**src/rtl/bsg_wormhole_concentrator_in_cid_pkg.sv**
```systemverilog
// Shared types and helpers for the cid-stamping wormhole input concentrator.
//   ch_state_e     : per-input packet framing state (header expected / body in flight)
//   arb_state_e    : output arbiter state (free to grant / locked to one input)
//   safe_clog2     : index width that never collapses to zero bits
package bsg_wormhole_concentrator_in_cid_pkg;

   typedef enum logic {ChHdr, ChBody} ch_state_e;

   typedef enum logic {ArbFree, ArbLocked} arb_state_e;

   // arb_mode_p encoding; any other value selects round-robin
   localparam int unsigned ArbFixedPriority = 1;

   function automatic int unsigned safe_clog2(input int unsigned n);
      return (n > 1) ? $clog2(n) : 1;
   endfunction

endpackage

```
**src/rtl/bsg_wormhole_concentrator_in_cid_ch.sv**
```systemverilog
// One input channel of the concentrator: a small registered FIFO plus the
// header/body length tracker that frames wormhole packets.
// Ports:
//   i_clk, i_reset_n   clock, synchronous active-low reset
//   i_v, i_data        upstream flit valid/data
//   o_ready            upstream ready (low only while the FIFO is full or in reset)
//   o_v, o_data        FIFO head valid/data (o_v doubles as the output request)
//   o_is_hdr           head flit is a header
//   i_yumi             head is consumed this cycle
//   o_release          the consumed flit is the last flit of its packet
module bsg_wormhole_concentrator_in_cid_ch
   import bsg_wormhole_concentrator_in_cid_pkg::*;
#(
   parameter int unsigned flit_width_p = 16,
   parameter int unsigned len_width_p  = 3,
   parameter int unsigned cord_width_p = 4,
   parameter int unsigned cid_width_p  = 3,
   parameter int unsigned fifo_els_p   = 2
) (
   input  logic                    i_clk,
   input  logic                    i_reset_n,
   input  logic                    i_v,
   input  logic [flit_width_p-1:0] i_data,
   output logic                    o_ready,
   output logic                    o_v,
   output logic [flit_width_p-1:0] o_data,
   output logic                    o_is_hdr,
   input  logic                    i_yumi,
   output logic                    o_release
);

   localparam int unsigned PtrW   = safe_clog2(fifo_els_p);
   localparam int unsigned CntW   = $clog2(fifo_els_p + 1);
   localparam int unsigned LenLsb = cord_width_p + cid_width_p;

   logic [flit_width_p-1:0] r_mem [fifo_els_p];
   logic [PtrW-1:0]         r_wptr;
   logic [PtrW-1:0]         r_rptr;
   logic [CntW-1:0]         r_count;
   ch_state_e               r_state;
   ch_state_e               w_state_next;
   logic [len_width_p-1:0]  r_rem;
   logic [len_width_p-1:0]  w_rem_next;
   logic [len_width_p-1:0]  w_len;
   logic                    w_full;
   logic                    w_empty;
   logic                    w_enq;
   logic                    w_deq;

   function automatic logic [PtrW-1:0] ptr_inc(input logic [PtrW-1:0] p);
      return (p == PtrW'(fifo_els_p - 1)) ? '0 : p + 1'b1;
   endfunction

   assign w_full   = (r_count == CntW'(fifo_els_p));
   assign w_empty  = (r_count == '0);
   // Gating with reset keeps ready/valid low while reset is held.
   assign o_ready  = i_reset_n & ~w_full;
   assign o_v      = i_reset_n & ~w_empty;
   assign w_enq    = i_v & o_ready;
   assign w_deq    = i_yumi & o_v;
   assign o_data   = r_mem[r_rptr];
   assign o_is_hdr = (r_state == ChHdr);
   assign w_len    = o_data[LenLsb +: len_width_p];

   // Storage needs no reset: occupancy is tracked by r_count.
   always_ff @(posedge i_clk) begin
      if (w_enq) begin
         r_mem[r_wptr] <= i_data;
      end
   end

   always_ff @(posedge i_clk) begin
      if (!i_reset_n) begin
         r_wptr  <= '0;
         r_rptr  <= '0;
         r_count <= '0;
      end else begin
         if (w_enq) r_wptr <= ptr_inc(r_wptr);
         if (w_deq) r_rptr <= ptr_inc(r_rptr);
         if (w_enq && !w_deq) begin
            r_count <= r_count + 1'b1;
         end else if (!w_enq && w_deq) begin
            r_count <= r_count - 1'b1;
         end
      end
   end

   always_comb begin
      w_state_next = r_state;
      w_rem_next   = r_rem;
      o_release    = 1'b0;
      if (w_deq) begin
         unique case (r_state)
            ChHdr: begin
               if (w_len == '0) begin
                  o_release = 1'b1;
               end else begin
                  w_state_next = ChBody;
                  w_rem_next   = w_len;
               end
            end
            ChBody: begin
               if (r_rem != '0) w_rem_next = r_rem - 1'b1;
               if (r_rem == len_width_p'(1)) begin
                  o_release    = 1'b1;
                  w_state_next = ChHdr;
               end
            end
            default: ;
         endcase
      end
   end

   always_ff @(posedge i_clk) begin
      if (!i_reset_n) begin
         r_state <= ChHdr;
         r_rem   <= '0;
      end else begin
         r_state <= w_state_next;
         r_rem   <= w_rem_next;
      end
   end

endmodule

```
**src/rtl/bsg_wormhole_concentrator_in_cid.sv**
```systemverilog
// N-to-1 wormhole concentrator. Each input is buffered in its own channel; a
// packet-granular arbiter (round-robin or fixed priority) locks the output to
// one input from header to last body flit, and optionally stamps the input
// index into the header cid field.
// Ports:
//   clk_i, reset_n_i                   clock, synchronous active-low reset
//   links_v_i / links_data_i           per-input flit valid/data (input i at [i*W +: W])
//   links_ready_and_rev_o              per-input ready
//   concentrated_link_v_o / _data_o    merged output flit (data is zero when not valid)
//   concentrated_link_ready_and_rev_i  downstream ready
module bsg_wormhole_concentrator_in_cid
   import bsg_wormhole_concentrator_in_cid_pkg::*;
#(
   parameter int unsigned flit_width_p = 16,
   parameter int unsigned len_width_p  = 3,
   parameter int unsigned cord_width_p = 4,
   parameter int unsigned cid_width_p  = 3,
   parameter int unsigned num_in_p     = 2,
   parameter int unsigned fifo_els_p   = 2,
   parameter int unsigned arb_mode_p   = 0,
   parameter int unsigned stamp_cid_p  = 1
) (
   input  logic                             clk_i,
   input  logic                             reset_n_i,
   input  logic [num_in_p-1:0]              links_v_i,
   input  logic [num_in_p*flit_width_p-1:0] links_data_i,
   output logic [num_in_p-1:0]              links_ready_and_rev_o,
   output logic                             concentrated_link_v_o,
   output logic [flit_width_p-1:0]          concentrated_link_data_o,
   input  logic                             concentrated_link_ready_and_rev_i
);

   localparam int unsigned IdxW = safe_clog2(num_in_p);

   logic [num_in_p-1:0]     w_req;
   logic [num_in_p-1:0]     w_rel;
   logic [num_in_p-1:0]     w_is_hdr;
   logic [num_in_p-1:0]     w_yumi;
   logic [num_in_p-1:0]     w_sel_oh;
   logic [flit_width_p-1:0] w_head [num_in_p];

   arb_state_e              r_arb_state;
   logic [IdxW-1:0]         r_lock_idx;
   logic [IdxW-1:0]         r_rr_ptr;
   logic [IdxW-1:0]         w_grant_idx;
   logic [IdxW-1:0]         w_sel_idx;
   logic                    w_grant_v;
   logic                    w_sel_v;
   logic                    w_sel_is_hdr;
   logic                    w_release;
   logic [flit_width_p-1:0] w_sel_data;
   int unsigned             w_rr_j;

   function automatic logic [IdxW-1:0] idx_inc(input logic [IdxW-1:0] i);
      return (i == IdxW'(num_in_p - 1)) ? '0 : i + 1'b1;
   endfunction

   for (genvar gi = 0; gi < num_in_p; gi++) begin : g_ch
      bsg_wormhole_concentrator_in_cid_ch #(
         .flit_width_p (flit_width_p),
         .len_width_p  (len_width_p),
         .cord_width_p (cord_width_p),
         .cid_width_p  (cid_width_p),
         .fifo_els_p   (fifo_els_p)
      ) u_ch (
         .i_clk     (clk_i),
         .i_reset_n (reset_n_i),
         .i_v       (links_v_i[gi]),
         .i_data    (links_data_i[gi*flit_width_p +: flit_width_p]),
         .o_ready   (links_ready_and_rev_o[gi]),
         .o_v       (w_req[gi]),
         .o_data    (w_head[gi]),
         .o_is_hdr  (w_is_hdr[gi]),
         .i_yumi    (w_yumi[gi]),
         .o_release (w_rel[gi])
      );

      assign w_sel_oh[gi] = w_sel_v && (w_sel_idx == IdxW'(gi));
      assign w_yumi[gi]   = w_sel_oh[gi] & concentrated_link_ready_and_rev_i;
   end

   // Combinational grant so a waiting header goes out the cycle after a release.
   always_comb begin
      w_grant_v   = 1'b0;
      w_grant_idx = '0;
      w_rr_j      = 0;
      if (arb_mode_p == ArbFixedPriority) begin
         for (int i = int'(num_in_p) - 1; i >= 0; i--) begin
            if (w_req[i]) begin
               w_grant_v   = 1'b1;
               w_grant_idx = IdxW'(i);
            end
         end
      end else begin
         for (int unsigned k = 0; k < num_in_p; k++) begin
            w_rr_j = (32'(r_rr_ptr) + k) % num_in_p;
            if (!w_grant_v && w_req[w_rr_j]) begin
               w_grant_v   = 1'b1;
               w_grant_idx = IdxW'(w_rr_j);
            end
         end
      end
   end

   assign w_sel_idx = (r_arb_state == ArbLocked) ? r_lock_idx : w_grant_idx;
   assign w_sel_v   = (r_arb_state == ArbLocked) ? w_req[w_sel_idx] : w_grant_v;
   // Only the selected channel can be dequeued, so any release belongs to it.
   assign w_release = |w_rel;

   // One-hot AND-OR mux; all-zero select yields zero data.
   always_comb begin
      w_sel_data   = '0;
      w_sel_is_hdr = 1'b0;
      for (int unsigned i = 0; i < num_in_p; i++) begin
         w_sel_data   = w_sel_data | (w_head[i] & {flit_width_p{w_sel_oh[i]}});
         w_sel_is_hdr = w_sel_is_hdr | (w_is_hdr[i] & w_sel_oh[i]);
      end
   end

   always_comb begin
      concentrated_link_data_o = w_sel_data;
      if ((stamp_cid_p != 0) && w_sel_is_hdr) begin
         concentrated_link_data_o[cord_width_p +: cid_width_p] = cid_width_p'(w_sel_idx);
      end
   end

   assign concentrated_link_v_o = w_sel_v;

   // Lock on grant unless the packet finishes in the same cycle (len = 0 header);
   // the round-robin pointer moves only on packet completion.
   always_ff @(posedge clk_i) begin
      if (!reset_n_i) begin
         r_arb_state <= ArbFree;
         r_lock_idx  <= '0;
         r_rr_ptr    <= '0;
      end else begin
         unique case (r_arb_state)
            ArbFree: begin
               if (w_grant_v) begin
                  if (w_release) begin
                     r_rr_ptr <= idx_inc(w_grant_idx);
                  end else begin
                     r_arb_state <= ArbLocked;
                     r_lock_idx  <= w_grant_idx;
                  end
               end
            end
            ArbLocked: begin
               if (w_release) begin
                  r_arb_state <= ArbFree;
                  r_rr_ptr    <= idx_inc(r_lock_idx);
               end
            end
            default: r_arb_state <= ArbFree;
         endcase
      end
   end

endmodule

```
**config.mk**
```make
export PLATFORM = sky130hd
export DESIGN_NAME = bsg_wormhole_concentrator_in_cid
export DESIGN_NICKNAME = d
export VERILOG_FILES = /design/src/rtl/bsg_wormhole_concentrator_in_cid_pkg.sv /design/src/rtl/bsg_wormhole_concentrator_in_cid_ch.sv /design/src/rtl/bsg_wormhole_concentrator_in_cid.sv
export SDC_FILE = /design/constraint.sdc
export NUM_CORES = 1
export LEC_CHECK = 0
export ABC_AREA = 1
export BUFFER_PORTS_ARGS = -buffer_cell sky130_fd_sc_hd__buf_4
export CAP_MARGIN = 10
export CORE_MARGIN = 5
export CORE_UTILIZATION = 29
export DETAILED_ROUTE_END_ITERATION = 8
export GPL_TIMING_DRIVEN = 1
export PLACE_DENSITY = 0.5
export SYNTH_ARGS = -nofsm -noshare
export SYNTH_HDL_FRONTEND = slang
export SYNTH_SLANG_ARGS = --single-unit
```
**constraint.sdc**
```tcl
create_clock -name clk_i -period 2.9 [get_ports clk_i]
set_input_delay 0.435 -clock clk_i [delete_from_list [all_inputs] [get_ports clk_i]]
set_output_delay 0.435 -clock clk_i [all_outputs]
set_load 0.01 [all_outputs]
```
Yosys cells after proc, flatten, opt, wreduce, memory -nomap -nowiden
Memories as Yosys holds them, arrays and structs flattened. A register that Yosys moved wholly into a read port is not among the register bits.
Cells that the tools add are included.

word-level totals
  bits in registers = 19
  latch bits = 0
  RAM bits = 64
  memory bits (read-only) = 0
  word-level logic and storage cells = 150
  memories kept = 2

operators by class
  add/sub/neg operators = 13
  multiply operators = 0
  divide/modulo/power cells = 0
  $lt $le $gt $ge = 3
  equal/unequal tests = 11
  shift-type cells = 0
  mux-type cells = 58
  bitwise logic cells = 25
  reduce and logical (&&, ||, !) cells = 25

memories
  name                depth  bits a word  rd ports  clocked after Yosys merged registers in  write ports  line                                       source
  g_ch[0].u_ch.r_mem  2      16           1         1                                        1            bsg_wormhole_concentrator_in_cid_ch.sv:36  logic [flit_width_p-1:0] r_mem [fifo_els_p];
  g_ch[1].u_ch.r_mem  2      16           1         1                                        1            bsg_wormhole_concentrator_in_cid_ch.sv:36

operator list
  cell                                                  count
  two-way mux 1 bit                                     41
  AND 16 bit                                            2
  OR 16 bit                                             1
  two-way mux 3 bit                                     5
  AND 1 bit                                             12
  != test 2 bit (second input constant)                 6
  case mux 1 bit (2 select lines)                       6
  case mux 3 bit (2 select lines)                       2
  AND reduction 3 bit                                   4
  NOT 1 bit                                             9
  two-way mux 2 bit                                     4
  adder 1 bit (second input constant)                   7
  logical AND 1 bit                                     7
  equality test 3 x 1 -> 1 bit (second input constant)  2
  logical NOT 3 bit                                     2
  < comparator 1 x 2 -> 1 bit (second input constant)   3
  nonzero test 3 bit                                    2
  subtractor 3 x 1 -> 3 bit (second input constant)     2
  logical NOT 1 bit                                     5
  adder 2 x 1 -> 2 bit (second input constant)          2
  equality test 2 bit (second input constant)           2
  logical NOT 2 bit                                     2
  nonzero test 2 bit                                    2
  subtractor 2 x 1 -> 2 bit (second input constant)     2
  other kinds (3)                                       3

Logic depth before layout (Yosys ltp)
Gate-level depths: netlist (run 1).

  depth in word-level cells = 21
  depth in mapped cells = 12
  mapped depth without buffers = 12

By module
A second synthesis (run 1) with hierarchy kept.

unflattened totals
  cell total of the unflattened synthesis = 416
  area, all modules = 3947.5 µm²

modules (own cells, without submodules)
  module                               times used  cells an instance  area an instance (µm²)
  bsg_wormhole_concentrator_in_cid_ch  2           161                1717.9
  bsg_wormhole_concentrator_in_cid     1           94                 511.7

Worst setup path before layout (run 1)
Ideal clock, no wire load.

  kind = input-to-reg
  from = input reset_n_i
  to = register g_ch[1].u_ch.r_count[1]
  arrival time = 1.870 ns
  data required time = 2.778 ns
  setup slack = 0.908 ns
  stages on the path = 12
  cell sequence = inv_2 > nor2_4 > nand3_4 > nand3_2 > nand3_4 > nor2_8 > inv_1 > ha_1 > a21oi_1 > o21ai_0 > o21ai_0 > a21oi_1

between the ends
  longest elaborated chain between the ends = 17

ends and longest elaborated chain
  item                                                     line                                       source
  start: declaration                                       bsg_wormhole_concentrator_in_cid.sv:24     input logic reset_n_i,
  AND 1 bit                                                bsg_wormhole_concentrator_in_cid_ch.sv:58  assign o_v = i_reset_n & ~w_empty;
  two-way mux 1 bit (implied by the code) (2 in a row)     bsg_wormhole_concentrator_in_cid.sv:97     if (!w_grant_v && w_req[w_rr_j]) begin
  two-way mux 1 bit                                        bsg_wormhole_concentrator_in_cid.sv:97
  logical NOT 1 bit                                        bsg_wormhole_concentrator_in_cid.sv:97
  logical AND 1 bit                                        bsg_wormhole_concentrator_in_cid.sv:97
  two-way mux 1 bit                                        bsg_wormhole_concentrator_in_cid.sv:97
  two-way mux 1 bit                                        bsg_wormhole_concentrator_in_cid.sv:105    assign w_sel_idx = (r_arb_state == ArbLocked) ? r_lock_idx : w_grant_idx;
  two-way mux 1 bit (implied by the code) (2 in a row)     bsg_wormhole_concentrator_in_cid.sv:106    assign w_sel_v = (r_arb_state == ArbLocked) ? w_req[w_sel_idx] : w_grant_v;
  two-way mux 1 bit                                        bsg_wormhole_concentrator_in_cid.sv:106
  logical AND 1 bit                                        bsg_wormhole_concentrator_in_cid.sv:78     assign w_sel_oh[gi] = w_sel_v && (w_sel_idx == IdxW'(gi));
  AND 1 bit                                                bsg_wormhole_concentrator_in_cid.sv:79     assign w_yumi[gi] = w_sel_oh[gi] & concentrated_link_ready_and_rev_i;
  AND 1 bit                                                bsg_wormhole_concentrator_in_cid_ch.sv:60  assign w_deq = i_yumi & o_v;
  logical NOT 1 bit                                        bsg_wormhole_concentrator_in_cid_ch.sv:80  if (w_enq && !w_deq) begin
  logical AND 1 bit                                        bsg_wormhole_concentrator_in_cid_ch.sv:80
  two-way mux 2 bit or nonzero test 2 bit (tied branches)  -
  end signal: assignment                                   bsg_wormhole_concentrator_in_cid_ch.sv:81  r_count <= r_count + 1'b1;
  end signal: assignment                                   bsg_wormhole_concentrator_in_cid_ch.sv:83  r_count <= r_count - 1'b1;
  end: declaration                                         bsg_wormhole_concentrator_in_cid_ch.sv:39  logic [CntW-1:0] r_count;

Parallel ways exist; a longest one is shown, timed or not. The select of a mux whose other input is x is not followed.
A chain may end at the register's enable or synchronous reset.

Final worst setup path (run 1)
  from = register g_ch[1].u_ch.r_count[1]
  to = output concentrated_link_data_o[5]

between the ends
  longest elaborated chain between the ends = 17

ends and longest elaborated chain
  item                                                  line                                                                              source
  logical NOT 2 bit (*)                                 bsg_wormhole_concentrator_in_cid_ch.sv:55                                         assign w_empty = (r_count == '0);
  NOT 1 bit (*)                                         bsg_wormhole_concentrator_in_cid_ch.sv:58
  AND 1 bit (*)                                         bsg_wormhole_concentrator_in_cid_ch.sv:58
  two-way mux 1 bit (implied by the code) (2 in a row)  bsg_wormhole_concentrator_in_cid.sv:97
  two-way mux 1 bit                                     bsg_wormhole_concentrator_in_cid.sv:97
  logical NOT 1 bit                                     bsg_wormhole_concentrator_in_cid.sv:97
  logical AND 1 bit                                     bsg_wormhole_concentrator_in_cid.sv:97
  two-way mux 1 bit                                     bsg_wormhole_concentrator_in_cid.sv:97
  two-way mux 1 bit                                     bsg_wormhole_concentrator_in_cid.sv:105
  two-way mux 1 bit (implied by the code) (2 in a row)  bsg_wormhole_concentrator_in_cid.sv:106
  two-way mux 1 bit                                     bsg_wormhole_concentrator_in_cid.sv:106
  logical AND 1 bit                                     bsg_wormhole_concentrator_in_cid.sv:78
  AND 16 bit or AND 1 bit (tied branches)               bsg_wormhole_concentrator_in_cid.sv:115, bsg_wormhole_concentrator_in_cid.sv:116
  OR 16 bit or OR 1 bit (tied branches)                 bsg_wormhole_concentrator_in_cid.sv:115, bsg_wormhole_concentrator_in_cid.sv:116
  two-way mux 3 bit (*)                                 bsg_wormhole_concentrator_in_cid.sv:122                                           if ((stamp_cid_p != 0) && w_sel_is_hdr) begin
  end: declaration                                      bsg_wormhole_concentrator_in_cid.sv:29                                            output logic [flit_width_p-1:0] concentrated_link_data_o,

Mark *: on every way between the ends. The rest lies on a longest branch, timed or not. The select of a mux whose other input is x is not followed.

==> impl_metrics.xml, run 1 <==
<?xml version="1.0" encoding="UTF-8"?>
<metrics>
  <group name="global_route">
    <metric name="grt_pass1_wl" unit="mm">12.4</metric>
    <metric name="global_route.overflow_total" unit="">0</metric>
    <metric name="initial_antenna_violation_count" unit="">0</metric>
    <metric name="via_count_of_the_first_global_routing_pass" unit="">2450</metric>
    <metric name="grt_max_degree" unit="">20</metric>
    <metric name="grt.total_usage" unit="">0.111</metric>
  </group>
  <group name="worst_setup_path">
    <metric name="cell_chain_critical_path" unit="">nor2_1, nor2_4, nand3_4, nand3_2, nand3_4, inv_1, nand2_1, o21ai_0, a21oi_1, buf_4</metric>
    <metric name="critical_path.slowest_cell" unit="">dfxtp_1</metric>
    <metric name="timing.critical_path.mode_cell" unit="">nand3_4</metric>
    <metric name="cp-end-kind" unit="">primary output</metric>
    <metric name="crit_cells" unit="">10</metric>
    <metric name="crit_fanout" unit="">14</metric>
    <metric name="cp_data_arrival_time" unit="ns">2.09</metric>
    <metric name="r2r.worst_path.cells" unit="">12</metric>
    <metric name="critical_path.top_delay_family" unit="">simple AND/OR/NAND/NOR gates</metric>
    <metric name="worst_setup_path_start_kind" unit="">flop</metric>
    <metric name="critical_path_required" unit="ns">2.47</metric>
    <metric name="cp.buffers_inverters" unit="">2</metric>
    <metric name="crit_path_max_incr_delay" unit="ns">0.34</metric>
    <metric name="class_of_the_most_critical_setup_path" unit="">reg2out</metric>
    <metric name="r2r_slack" unit="ns">0.67</metric>
  </group>
  <group name="sta">
    <metric name="totalNegativeSetupSlack" unit="ns">0</metric>
    <metric name="final-setup-viol-count" unit="">0</metric>
    <metric name="final_hold_violating_endpoints" unit="">0</metric>
    <metric name="finalMaxSlewViolations" unit="">0</metric>
    <metric name="maxSlewHeadroom" unit="">0.722</metric>
    <metric name="skew" unit="ns">0.00612</metric>
    <metric name="worstMarginPinSlew" unit="ns">0.412</metric>
    <metric name="max_clock_freq" unit="GHz">0.395</metric>
    <metric name="grt_setup_unrepaired" unit="">no</metric>
    <metric name="final_period_minus_worst_setup_slack" unit="ns">2.53</metric>
    <metric name="post-route-period-util" unit="">0.872</metric>
    <metric name="timing.hold.ws" unit="ns">0.283</metric>
  </group>
  <group name="drt">
    <metric name="number_of_violations_reported_at_the_end_of_detailed_routing_iteration_0" unit="">133</metric>
    <metric name="antenna_violating_nets_post_route" unit="">0</metric>
    <metric name="drc_markers" unit="">0</metric>
    <metric name="dr_total_vias" unit="">2349</metric>
    <metric name="routed_via_density" unit="">4.35</metric>
    <metric name="wl_per_cell" unit="um">14.4</metric>
    <metric name="dr.pass1.iters" unit="">4</metric>
    <metric name="postRouteWirelength" unit="mm">7.76</metric>
  </group>
  <group name="die">
    <metric name="design.die.area" unit="mm2">0.0149</metric>
    <metric name="core" unit="mm2">0.0125</metric>
    <metric name="rows" unit="">41</metric>
    <metric name="floorplan.die.height" unit="um">122</metric>
    <metric name="floorplan.io_pins" unit="">56</metric>
    <metric name="initial_utilization" unit="">0.292</metric>
    <metric name="die_width" unit="um">122</metric>
  </group>
  <group name="pwr">
    <metric name="vdd_ir_drop_max" unit="mV">0.285</metric>
    <metric name="p_leak" unit="nW">1.71</metric>
    <metric name="pwr_density_cell" unit="mW/mm2">628</metric>
  </group>
  <group name="cts">
    <metric name="cts.sinks" unit="">85</metric>
    <metric name="worst_skew_pair.late_latency" unit="ns">0.33</metric>
    <metric name="ctsResizeCount" unit="">0</metric>
    <metric name="h_tree_depth_reported_by_cts" unit="">3</metric>
    <metric name="cts_tree" unit="">done</metric>
    <metric name="cts_buffer_depth" unit="">2</metric>
    <metric name="ctsHoldBuffers" unit="">0</metric>
    <metric name="clk_transition_reported_paths" unit="ns">0.06</metric>
    <metric name="cts_inserted_buffers" unit="">9</metric>
    <metric name="post_cts.repair.setup_buffers" unit="">0</metric>
    <metric name="clock_tree.root_cell" unit="">clkbuf_16</metric>
  </group>
  <group name="place">
    <metric name="placer_congestion" unit="">0.807</metric>
    <metric name="hpwlAfterDp" unit="mm">5.73</metric>
    <metric name="port_buffers" unit="">55</metric>
  </group>
  <group name="yosys">
    <metric name="ys.warnings.count" unit="">0</metric>
    <metric name="synth.ff_latch_count" unit="">85</metric>
    <metric name="ys_types" unit="">30</metric>
    <metric name="postSynth.asyncResetShare" unit="">0</metric>
    <metric name="seq_area_frac_synth" unit="">0.643</metric>
    <metric name="synth.avg_cell_area" unit="um2">12.1</metric>
    <metric name="post_synth_inst_count" unit="">301</metric>
    <metric name="syn-cell-area" unit="mm2">0.00364</metric>
    <metric name="synth-edff-count" unit="">64</metric>
    <metric name="ys.flop_type" unit="">edfxtp_1</metric>
    <metric name="syn-num-nets" unit="">346</metric>
  </group>
  <group name="cells_and_area">
    <metric name="finish.net_count" unit="">408</metric>
    <metric name="final_cell_mix" unit="">edfxtp_1, buf_4, inv_1</metric>
    <metric name="num_antenna_cells" unit="">0</metric>
    <metric name="drive_above_1_share" unit="">0.247</metric>
    <metric name="seqCellArea" unit="mm2">0.00234</metric>
    <metric name="area_growth" unit="%">25.3</metric>
    <metric name="fill_cells" unit="">1240</metric>
    <metric name="multiInputGateArea" unit="mm2">0.00111</metric>
    <metric name="final_common_cell" unit="">edfxtp_1</metric>
  </group>
  <group name="min_path">
    <metric name="hold_path_depth" unit="">1</metric>
    <metric name="type_of_the_most_critical_hold_path" unit="">in2reg</metric>
  </group>
  <group name="run">
    <metric name="cap_violations" unit="">0</metric>
  </group>
  <group name="run_status">
    <metric name="run_status" unit="">finished clean</metric>
  </group>
</metrics>
[metal layers]
layer | vias to the layer above | routed length (um) | track usage | part of all wire
met4 | 0 | 76 | 0.0273 | 0.0098
met1 | 1088 | 3460 | 0.134 | 0.45
li1 | 1189 | - | - | -
met2 | 62 | 3760 | 0.186 | 0.48
met5 | - | 0 | 0 | 0
met3 | 10 | 467 | 0.0436 | 0.060
[per-stage QoR]
| stage | instances | instance area (um2) | util | setup slack, ns | total power, mW |
|---|---|---|---|---|---|
| floorplan | 301 | 3640 | - | 0.908 | 1.62 |
| global placement | 524 | 4270 | 0.342 | 0.425 | 1.76 |
| detailed placement | 524 | 4270 | 0.342 | 0.367 | 1.77 |
| CTS | 540 | 4570 | 0.366 | 0.349 | 2.91 |
| global route | 540 | 4570 | 0.366 | 0.168 | 3.00 |
| finish | 540 | 4570 | 0.366 | 0.371 | 2.87 |
[flip-flops by register name (all words and copies together) (netlist names), named ones only]
name and cells:
r_arb_state 1, g_ch.u_ch.r_wptr 2, r_rr_ptr 1, g_ch.u_ch.r_mem 64, g_ch.u_ch.r_rptr 2, g_ch.u_ch.r_state 2, g_ch.u_ch.r_rem 6, r_lock_idx 1
g_ch.u_ch.r_count 4
[logic make-up (layout without fill, tap and decap cells)]
logic type / Yosys count / count (layout) / share of synthesized area
buf+inv: 48 / 115 / 0.0525
simple gates: 58 / 58 / 0.0869
mux: 28 / 28 / 0.0783
fa+ha+maj: 8 / 8 / 0.0275
compound gates: 74 / 74 / 0.112
flops: 85 / 85 / 0.643
[power by group]
part	switching (mW)	total, mW	internal [mW]
Combinational	0.201	0.344	0.143
Sequential	0.0231	1.39	1.37
Clock	0.462	1.13	0.670
Total	0.686	2.87	2.18
[synthesized netlist by cell type (4+ instances only)]
cell | instances | area, um2
o22ai_1 | 12 | 75.1
dfxtp_1 | 21 | 420
ha_1 | 8 | 100
mux2i_1 | 24 | 240
nand3_1 | 5 | 25.0
nor2_1 | 12 | 45.0
edfxtp_1 | 64 | 1920
o21ai_0 | 25 | 125
inv_1 | 35 | 131
a21oi_1 | 25 | 125
mux2_2 | 4 | 45.0
o21a_1 | 4 | 30.0
nand2_1 | 30 | 113
[worst register-to-register path, cell delays in order (launching register included)]
cell     delay (ns)
dfxtp_1        0.34
inv_1          0.11
a21oi_2        0.26
inv_1          0.09
nand3_2        0.11
nand3_4        0.19
nor2_8         0.19
inv_1          0.08
ha_1           0.32
a21oi_1        0.12
o21ai_0        0.11
o21ai_0        0.15
a21oi_1        0.05
[final cells by class]
class | instances | area share
clock inverter | 7 | 0.0159
multi-input combinational | 168 | 0.243
clock buffer | 9 | 0.0493
inverter | 38 | 0.0312
sequential | 85 | 0.513
tap | 172 | 0.0471
timing repair buffer | 61 | 0.100
[worst paths after layout]
check | from | end
min | links_data_i[17] | g_ch[1].u_ch.r_mem[0][1]$_DFFE_PP_
max reg2reg | g_ch[0].u_ch.r_count[0]$_SDFFE_PN0P_ | g_ch[1].u_ch.r_count[1]$_SDFFE_PN0P_
max | g_ch[1].u_ch.r_count[1]$_SDFFE_PN0P_ | concentrated_link_data_o[5]
min reg2reg | g_ch[1].u_ch.r_rem[2]$_SDFFE_PN0P_ | g_ch[1].u_ch.r_rem[2]$_SDFFE_PN0P_
No activity file was read; power rests on OpenSTA's default activity.
==> run 2: changes to the inputs <==
--- a/config.mk
+++ b/config.mk
@@ -5,7 +5,6 @@
 export SDC_FILE = /design/constraint.sdc
 export NUM_CORES = 1
 export LEC_CHECK = 0
-export ABC_AREA = 1
 export BUFFER_PORTS_ARGS = -buffer_cell sky130_fd_sc_hd__buf_4
 export CAP_MARGIN = 10
 export CORE_MARGIN = 5
==> run 2 against run 1 <==
Clock skew is 0.0019 ns higher. Register-to-register slack better by 0.25 ns. Setup slack lost 0.14 ns. First-iteration DRC count down 38%. Sequential power grew 5%. Die area rose by 3.6%. Core utilization rose by 0.22 points. Largest cell class unchanged. Largest power group unchanged. Highest routed layer unchanged.
==> impl_metrics.xml, run 2 <==
<?xml version="1.0" encoding="UTF-8"?>
<metrics>
  <group name="cts">
    <metric name="cts_inserted_buffers" unit="">9</metric>
    <metric name="ctsResizeCount" unit="">0</metric>
    <metric name="post_cts.repair.setup_buffers" unit="">0</metric>
    <metric name="cts_buffer_depth" unit="">2</metric>
    <metric name="h_tree_depth_reported_by_cts" unit="">3</metric>
    <metric name="clock_tree.root_cell" unit="">clkbuf_16</metric>
    <metric name="clk_transition_reported_paths" unit="ns">0.07</metric>
    <metric name="worst_skew_pair.late_latency" unit="ns">0.34</metric>
    <metric name="cts.sinks" unit="">85</metric>
    <metric name="ctsHoldBuffers" unit="">0</metric>
    <metric name="cts_tree" unit="">done</metric>
  </group>
  <group name="yosys">
    <metric name="netlist_top_cells_area" unit="">edfxtp_1, mux2i_1, dfxtp_1, ha_1, o22ai_1</metric>
    <metric name="ys_types" unit="">53</metric>
    <metric name="yosys.area_share.xor_xnor" unit="">0.0139</metric>
    <metric name="post_synthesis_share_of_cell_area_spent_on_and_or_nand_and_nor_gates" unit="">0.0919</metric>
    <metric name="synth-edff-count" unit="">64</metric>
    <metric name="post_synth_top_area_share" unit="">0.508</metric>
    <metric name="yosys-top-cells-count" unit="">edfxtp_1, mux2i_1, dfxtp_1</metric>
    <metric name="synth.ff_latch_count" unit="">85</metric>
    <metric name="synth.most_common_cell" unit="">edfxtp_1</metric>
    <metric name="postSynth.asyncResetShare" unit="">0</metric>
    <metric name="syn-cell-area" unit="mm2">0.00379</metric>
    <metric name="synthDominantAreaCellType" unit="">edfxtp_1</metric>
    <metric name="syn-num-nets" unit="">310</metric>
    <metric name="post_synthesis_adder_cell_area_fraction" unit="">0.0264</metric>
    <metric name="seq_area_frac_synth" unit="">0.619</metric>
    <metric name="mux_share_of_post_synthesis_cell_area" unit="">0.119</metric>
    <metric name="synthesized_area_fraction_occupied_by_ao_oa_aoi_and_oai_cells" unit="">0.100</metric>
    <metric name="post_synth_inst_count" unit="">265</metric>
    <metric name="ys.flop_type" unit="">edfxtp_1</metric>
    <metric name="synth.avg_cell_area" unit="um2">14.3</metric>
    <metric name="combinational_family_with_the_most_area_after_synthesis" unit="">multiplexers</metric>
    <metric name="ys.warnings.count" unit="">0</metric>
  </group>
  <group name="drt">
    <metric name="number_of_violations_reported_at_the_end_of_detailed_routing_iteration_0" unit="">82</metric>
    <metric name="dr_total_vias" unit="">2238</metric>
    <metric name="routed_via_density" unit="">4.48</metric>
    <metric name="antenna_violating_nets_post_route" unit="">0</metric>
    <metric name="postRouteWirelength" unit="mm">7.87</metric>
    <metric name="dr.pass1.iters" unit="">4</metric>
    <metric name="drc_markers" unit="">0</metric>
    <metric name="wl_per_cell" unit="um">15.7</metric>
  </group>
  <group name="sta">
    <metric name="worstMarginPinSlew" unit="ns">0.461</metric>
    <metric name="skew" unit="ns">0.00806</metric>
    <metric name="final_hold_violating_endpoints" unit="">0</metric>
    <metric name="finalMaxSlewViolations" unit="">0</metric>
    <metric name="grt_setup_unrepaired" unit="">no</metric>
    <metric name="timing.hold.ws" unit="ns">0.277</metric>
    <metric name="final_period_minus_worst_setup_slack" unit="ns">2.66</metric>
    <metric name="maxSlewHeadroom" unit="">0.693</metric>
    <metric name="totalNegativeSetupSlack" unit="ns">0</metric>
    <metric name="post-route-period-util" unit="">0.919</metric>
    <metric name="final-setup-viol-count" unit="">0</metric>
    <metric name="max_clock_freq" unit="GHz">0.375</metric>
  </group>
  <group name="die">
    <metric name="initial_utilization" unit="">0.298</metric>
    <metric name="core" unit="mm2">0.0127</metric>
    <metric name="floorplan.io_pins" unit="">56</metric>
    <metric name="rows" unit="">41</metric>
    <metric name="floorplan.die.height" unit="um">124</metric>
    <metric name="design.die.area" unit="mm2">0.0154</metric>
    <metric name="die_width" unit="um">124</metric>
  </group>
  <group name="global_route">
    <metric name="global_route.overflow_total" unit="">0</metric>
    <metric name="grt_max_degree" unit="">27</metric>
    <metric name="grt.total_usage" unit="">0.104</metric>
    <metric name="grt_pass1_wl" unit="mm">12.6</metric>
    <metric name="initial_antenna_violation_count" unit="">0</metric>
    <metric name="via_count_of_the_first_global_routing_pass" unit="">2296</metric>
  </group>
  <group name="cells_and_area">
    <metric name="finish.net_count" unit="">368</metric>
    <metric name="multiInputGateArea" unit="mm2">0.00133</metric>
    <metric name="drive_above_1_share" unit="">0.287</metric>
    <metric name="largest_registers" unit="">g_ch.u_ch.r_mem: 64 flops, g_ch.u_ch.r_rem: 6 flops, g_ch.u_ch.r_count: 4 flops</metric>
    <metric name="final_cell_mix" unit="">edfxtp_1, buf_4, mux2i_1</metric>
    <metric name="area_growth" unit="%">23.8</metric>
    <metric name="largest-register" unit="">g_ch.u_ch.r_mem</metric>
    <metric name="num_antenna_cells" unit="">0</metric>
    <metric name="seqCellArea" unit="mm2">0.00234</metric>
    <metric name="fill_cells" unit="">1280</metric>
    <metric name="final_common_cell" unit="">edfxtp_1</metric>
    <metric name="largest_reg_flops" unit="">64</metric>
  </group>
  <group name="worst_setup_path">
    <metric name="crit_fanout" unit="">14</metric>
    <metric name="cp_data_arrival_time" unit="ns">2.23</metric>
    <metric name="worst_setup_path_start_kind" unit="">flop</metric>
    <metric name="critical_path_required" unit="ns">2.47</metric>
    <metric name="cp-end-kind" unit="">primary output</metric>
    <metric name="class_of_the_most_critical_setup_path" unit="">reg2out</metric>
  </group>
  <group name="pwr">
    <metric name="vdd_ir_drop_max" unit="mV">0.375</metric>
    <metric name="switchingPower" unit="mW">0.856</metric>
    <metric name="netSwitchingFraction" unit="">0.268</metric>
    <metric name="internal-power" unit="mW">2.34</metric>
    <metric name="pwr-share-comb" unit="">0.176</metric>
    <metric name="p_leak" unit="nW">1.65</metric>
    <metric name="pwr-share-clk" unit="">0.365</metric>
    <metric name="seqPwrFrac" unit="">0.458</metric>
    <metric name="pwr_density_cell" unit="mW/mm2">681</metric>
  </group>
  <group name="place">
    <metric name="port_buffers" unit="">55</metric>
    <metric name="placer_congestion" unit="">0.875</metric>
    <metric name="hpwlAfterDp" unit="mm">5.80</metric>
  </group>
  <group name="run">
    <metric name="cap_violations" unit="">0</metric>
  </group>
  <group name="run_status">
    <metric name="run_status" unit="">finished clean</metric>
  </group>
  <group name="min_path">
    <metric name="type_of_the_most_critical_hold_path" unit="">in2reg</metric>
  </group>
</metrics>
==> run 2: changes by cell type after synthesis, moves of 5 or more <==
cell / before / now
inv_1: 35 / 10
nand2_1: 30 / 6
a21oi_1: 25 / 2
mux2i_1: 24 / 45
o21ai_0: 25 / 6
and2_1: 0 / 9
nor2b_1: 0 / 6
nor2_1: 12 / 7
==> run 2: cell type report <==
class,instances,area share
flip-flops and latches,85,0.500
multi-input cells,156,0.284
repair buffers,61,0.0977
clock buffers,9,0.0480
well taps,172,0.0459
clock inverters,7,0.0168
inverters,10,0.00801
==> run 2: routing by layer <==
| layer | wire length (um) | part of all wire | GRT usage | vias up |
|---|---|---|---|---|
| met2 | 3750 | 0.48 | 0.165 | 30 |
| li1 | - | - | - | 1121 |
| met5 | 0 | 0 | 0 | - |
| met1 | 3750 | 0.48 | 0.135 | 1080 |
| met3 | 240 | 0.031 | 0.0309 | 7 |
| met4 | 118 | 0.015 | 0.0387 | 0 |
==> run 2: cell families (layout without fill, tap and decap cells) <==
kind of cell / after synthesis / after routing
multiplexers: 45 / 45
adder cells (fa/ha/maj): 8 / 8
XOR/XNOR: 6 / 6
buffers and inverters: 24 / 87
flip-flops: 85 / 85
AO/OA/AOI/OAI: 47 / 47
AND/OR/NAND/NOR: 50 / 50
==> run 2: metrics by stage <==
step	utilization	std cells	worst slack [ns]	total power, mW	instance area, um2
2_1_floorplan	-	265	0.918	1.85	3790
5_1_grt	0.369	500	0.0907	3.35	4690
3_5_place_dp	0.345	484	0.570	2.06	4380
3_3_place_gp	0.345	484	0.587	2.05	4380
4_1_cts	0.369	500	0.241	3.23	4690
6_report	0.369	500	0.236	3.19	4690
==> run 2: power by group through the flow <==
stage | clock, mW | combinational, mW | sequential [mW]
floorplan | 0 | 0.403 | 1.45
global placement | 0 | 0.565 | 1.49
detailed placement | 0 | 0.571 | 1.49
CTS | 1.19 | 0.573 | 1.46
global route | 1.26 | 0.616 | 1.47
finish | 1.17 | 0.563 | 1.46
==> run 2: final timing paths <==
kind         cells after the start                               start                              endpoint  slack, ns
max                              6              r_arb_state$_SDFF_PN0_           concentrated_link_data_o[4]       0.24
min                              1                    links_data_i[16]    g_ch[1].u_ch.r_mem[0][0]$_DFFE_PP_       0.28
max reg2reg                      6              r_arb_state$_SDFF_PN0_  g_ch[0].u_ch.r_count[1]$_SDFFE_PN0P_       0.92
min reg2reg                      2  g_ch[0].u_ch.r_rem[1]$_SDFFE_PN0P_    g_ch[0].u_ch.r_rem[1]$_SDFFE_PN0P_       0.53
==> run 2: worst max-delay path: stages (launching register included) <==
cell and delay, ns:
dfxtp_1 0.56, nand2b_1 0.20, o31ai_4 0.12, or2b_1 0.44, o22ai_1 0.16, a22o_1 0.26
buf_4 0.15
